**src/rtl/gerador_jogadas_param.sv**
```systemverilog
// Parametrised move-coordinate generator: free-running board scan, LFSR random start,
// occupied-square skipping, valid/ack delivery and "no free square" reporting.
module gerador_jogadas_param #(
  parameter int          BOARD     = 8,
  parameter int          COORD_W   = 4,
  parameter logic [15:0] LFSR_SEED = 16'hACE1
) (
  input  logic                     clock,
  input  logic                     reset,
  input  logic                     novaJogada,
  input  logic                     modo,
  input  logic [BOARD*BOARD-1:0]   ocupado,
  input  logic                     ack,
  output logic [COORD_W-1:0]       coluna,
  output logic [COORD_W-1:0]       linha,
  output logic                     valida,
  output logic                     busy,
  output logic                     sem_casa,
  output logic [7:0]               contagem
);

  localparam int                 NSQ       = BOARD * BOARD;
  localparam logic [COORD_W-1:0] ONE       = COORD_W'(1);
  localparam logic [COORD_W-1:0] LAST      = COORD_W'(BOARD);
  localparam logic [7:0]         LAST_STEP = 8'(NSQ - 1);
  localparam logic [15:0]        SEED      = (LFSR_SEED == 16'h0000) ? 16'h0001 : LFSR_SEED;

  typedef enum logic [1:0] {IDLE, SEARCH, ENTREGA} state_t;

  state_t             state;
  logic [COORD_W-1:0] sl, sc, srow, scol;
  logic [COORD_W-1:0] sl_nx, sc_nx, srow_nx, scol_nx;
  logic [COORD_W-1:0] rnd_row, rnd_col;
  logic [15:0]        lfsr;
  logic [NSQ-1:0]     snap;
  logic [7:0]         stepc;
  logic [31:0]        idx;
  logic               occ;

  always_comb begin
    sl_nx   = (sl == LAST) ? ONE : sl + ONE;
    sc_nx   = (sl == LAST) ? ((sc == LAST) ? ONE : sc + ONE) : sc;
    // The search pointer walks in the same row-fastest order as the scan pointer.
    srow_nx = (srow == LAST) ? ONE : srow + ONE;
    scol_nx = (srow == LAST) ? ((scol == LAST) ? ONE : scol + ONE) : scol;
    rnd_row = COORD_W'(({24'd0, lfsr[7:0]}  % 32'(BOARD)) + 32'd1);
    rnd_col = COORD_W'(({24'd0, lfsr[15:8]} % 32'(BOARD)) + 32'd1);
    idx     = (32'(srow) - 32'd1) * 32'(BOARD) + 32'(scol) - 32'd1;
    occ     = 1'b0;
    for (int unsigned i = 0; i < NSQ; i++) begin
      if (i == idx) occ = snap[i];
    end
  end

  always_ff @(posedge clock) begin
    if (!reset) begin
      state    <= IDLE;
      sl       <= ONE;
      sc       <= ONE;
      srow     <= ONE;
      scol     <= ONE;
      lfsr     <= SEED;
      snap     <= '0;
      stepc    <= '0;
      coluna   <= ONE;
      linha    <= ONE;
      valida   <= 1'b0;
      busy     <= 1'b0;
      sem_casa <= 1'b0;
      contagem <= '0;
    end else begin
      sl       <= sl_nx;
      sc       <= sc_nx;
      lfsr     <= {lfsr[14:0], lfsr[15] ^ lfsr[13] ^ lfsr[12] ^ lfsr[10]};
      sem_casa <= 1'b0;
      case (state)
        IDLE: begin
          if (novaJogada) begin
            snap  <= ocupado;
            stepc <= '0;
            srow  <= modo ? rnd_row : sl;
            scol  <= modo ? rnd_col : sc;
            busy  <= 1'b1;
            state <= SEARCH;
          end
        end
        SEARCH: begin
          if (!occ) begin
            linha  <= srow;
            coluna <= scol;
            valida <= 1'b1;
            state  <= ENTREGA;
          end else if (stepc == LAST_STEP) begin
            sem_casa <= 1'b1;
            busy     <= 1'b0;
            state    <= IDLE;
          end else begin
            srow  <= srow_nx;
            scol  <= scol_nx;
            stepc <= stepc + 8'd1;
          end
        end
        ENTREGA: begin
          if (ack) begin
            valida   <= 1'b0;
            busy     <= 1'b0;
            contagem <= contagem + 8'd1;
            state    <= IDLE;
          end
        end
        default: state <= IDLE;
      endcase
    end
  end

endmodule
```
**config.mk**
```make
export PLATFORM = sky130hd
export DESIGN_NAME = gerador_jogadas_param
export DESIGN_NICKNAME = d
export VERILOG_FILES = /design/src/rtl/gerador_jogadas_param.sv
export SDC_FILE = /design/constraint.sdc
export NUM_CORES = 1
export LEC_CHECK = 0
export ABC_AREA = 1
export CAP_MARGIN = 25
export CORE_MARGIN = 2
export CORE_UTILIZATION = 50
export DETAILED_ROUTE_END_ITERATION = 16
export PLACE_DENSITY = 0.83
export SLEW_MARGIN = 10
export SYNTH_ARGS = -nofsm -noshare
export SYNTH_HDL_FRONTEND = slang
export SYNTH_SLANG_ARGS = --single-unit
```
**constraint.sdc**
```tcl
create_clock -name clock -period 5.3 [get_ports clock]
set_clock_uncertainty 0.2 [all_clocks]
set_input_delay 0.795 -clock clock [delete_from_list [all_inputs] [get_ports clock]]
set_output_delay 0.795 -clock clock [all_outputs]
set_load 0.02 [all_outputs]
```
==> reports/metrics.csv <==
metric,value,unit
antenna-violating nets left,0,
drt initial violations,506,
DP Cell Count,1256,
CTS tree,built,
Vias/cell,5.217,
CTS Root Cell,clkbuf_16,
dpl hpwl,12320,um
type of origin of the critical path,flop,
crit path DAT,6.12,ns
"Setup violations, final",29,
CTS max path bufs,2,
Hold Path Class,reg -> reg,
power per cell area,659.4,mW/mm2
hold path depth,2,
DIE AREA,0.01408,mm2
total power,5.972,mW
worst-case reg-to-reg path depth,75,
Synth Net Count,1069,
achievable clock frequency,165.6,MHz
warnings from Yosys,0,
RSZ-0062 raised after global routing,true,
post-route clock period utilization,1.140,
clk sinks,125,
violated checks,setup timing,
CP required,5.38,ns
Int Power,3.329,mW
number of global-route vias before repair,6426,
Total GRT Usage,0.2675,
Fin. Hold Viols,0,
synthesized area,0.006575,mm2
Mapped Cells,973,
"slowest stage delay, CP",0.58,ns
synthesized flop and latch total,125,
top_reg_cell synth,dfxtp_1,
pin count of the biggest net entering global routing,81,
final core utilization,0.7119,
CP Class,reg -> reg,
CP Max Fanout,6,
final critical-path required period,6.040,ns
IO Pins,88,
Tightest Pin Transition,0.9010,ns
final max-slew violation count,0,
Area Overhead vs Synth,37.75,%
post-synthesis sequential area ratio,0.3806,
core area,0.01272,mm2
sw frac,0.4426,
Die H,118.7,um
max-cap viol count,0,
number of synthesized flops with an enable pin,0,
initial antenna violation count,0,
status,"finished, violations left",
Switch Pwr,2.644,mW
fin worst setup slack,-0.7399,ns
pre-CTS WS,-0.5352,ns
hold_buf cts,0,
slowest CP cell,fa_2,
IO Port Bufs,87,
share of layout cells above drive strength 1,0.1916,
TritonCTS Buffers,17,
Leak Pwr,3.896,nW
total grt overflow,0,
cell mode on critical path,nand2_1,
Nets,1221,
Initial Utilization,0.5168,
first-pass GRT wire length,30350,um
CTS H-tree depth,4,
die width,118.7,um
Clock Power Share,0.187,
Comb power frac,0.596,
DRC,0,
VDD IR max,0.4375,mV
Slew headroom,0.3986,
Critical Path Sink Type,flop,
wire length per cell,14.56,um
n_diodes,0,
WL final,19080,um
"non-filler cells, final",1310,
sequential share of power,0.217,
clk_lat worst skew,0.43,ns
fill count,1010,
ys async rst share,0,
standard-cell rows,41,
drt pass-1 iters,5,
total number of vias,6834,
syn avg cell area,6.758,um2
routability cong.,0.9388,
"CTS clk-pin slew, worst paths",0.06,ns
"Distinct cells, synth",40,
## logic make-up after synthesis
group / Yosys count / share of synthesized area
compound gates: 182 / 0.1498
fa+ha+maj: 27 / 0.05252
xor+xnor: 20 / 0.02778
flops: 125 / 0.3806
buf+inv: 164 / 0.09819
simple gates: 455 / 0.2912
## cells in the final DEF (no fill, tap or decap), types with 5 or more instances in the layout
cell / instances
nor2_1: 187
nand2_1: 152
dfxtp_1: 120
inv_1: 110
o21ai_0: 91
clkdlybuf4s50_1: 86
buf_4: 71
a21oi_1: 58
nand3_1: 41
ha_1: 20
clkbuf_16: 17
nand2_2: 14
or2_2: 14
xor2_1: 14
inv_2: 11
a21oi_2: 11
nor3_1: 9
nand3_2: 8
nand4_1: 8
o21ai_2: 6
ha_4: 6
inv_6: 6
buf_6: 6
clkinv_4: 5
xnor2_1: 5
## layer usage
layer  GRT usage  vias to the layer above  part of all wire  routed length, um
li1            -                     3387                 -                  -
met1      0.3125                     3131              0.41               7821
met2      0.4634                      257              0.50               9467
met3     0.06998                       59             0.064               1220
met4      0.1094                        0             0.030                569
met5           0                        -                 0                  0
## critical path, delay by kind of cell, from the launching register on
family	cells	cell delay [ns]
AOI/OAI and AO/OA	2	0.14
adders and majority gates	2	0.73
buffers and inverters	5	0.44
DFF	1	0.37
and+or+nand+nor	66	4.00
## power by group through the flow
stage	Sequential (mW)	Combinational [mW]	Clock, mW
3_3_place_gp	1.29	2.77	0
4_1_cts	1.29	3.26	1.13
3_5_place_dp	1.30	2.84	0
6_report	1.30	3.56	1.12
5_1_grt	1.32	3.91	1.17
2_1_floorplan	1.30	1.86	0
## cells in the mapped netlist, types with 3 or more instances
master | instances | share of area
nor2_2 | 3 | 0.0029
o21ai_0 | 98 | 0.075
nor2_1 | 191 | 0.11
nand2_1 | 166 | 0.095
o211ai_1 | 4 | 0.0046
a21oi_1 | 61 | 0.046
nand2_2 | 4 | 0.0038
nand4_1 | 8 | 0.0076
or2_2 | 14 | 0.013
xnor2_1 | 5 | 0.0067
a31oi_1 | 3 | 0.0029
inv_1 | 118 | 0.067
a21oi_2 | 8 | 0.011
nand3_1 | 49 | 0.037
inv_2 | 7 | 0.0040
nor3_1 | 10 | 0.0076
clkinv_1 | 3 | 0.0017
xor2_1 | 14 | 0.019
dfxtp_1 | 125 | 0.38
buf_6 | 4 | 0.0069
clkbuf_1 | 32 | 0.018
ha_1 | 26 | 0.049
## sequential cells by signal, summed over array words and instances (netlist names)
register / cells
contagem: 8
scol: 4
lfsr: 16
valida: 1
busy: 1
srow: 4
coluna: 4
linha: 4
sem_casa: 1
sl: 4
sc: 4
stepc: 8
snap: 64
state: 2
## cell type report
type	count	area, um2	share of cell area
Sequential cell	125	2514	0.2775
Clock buffer	17	425.4	0.04697
Timing Repair inverter	1	5.005	0.0005526
Clock inverter	15	145.1	0.01602
Tap cell	172	215.2	0.02376
Multi-Input combinational cell	685	3726	0.4114
Timing Repair Buffer	167	1526	0.1685
Inverter	128	500.5	0.05526
## final timing paths
kind,slack (ns),start,end
hold reg to reg,0.22,lfsr[11],lfsr[12]
setup reg to reg,-0.74,scol[1],srow[3]
setup / recovery,-0.74,scol[1],srow[3]
hold / removal,0.22,lfsr[11],lfsr[12]
## through the flow
step	setup TNS, ns	hold WS (ns)	cell area (um2)
after detailed placement	-12.89	0.2025	8048
after global placement	-9.434	0.1965	8048
final	-17.99	0.2172	9057
after floorplan	-1.490	0.1905	6654
after CTS	-13.50	0.2185	8885
after global routing	-43.16	0.2456	9057
## repair_timing
item / 4_1_cts / 5_1_grt
setup endpoints to repair: 29 / 29
pin swaps: 13 / 7
resized for setup: 42 / 34
cloned: 1 / 1
setup buffers: 16 / 6
Note: power is estimated with default switching activity, not from simulation.
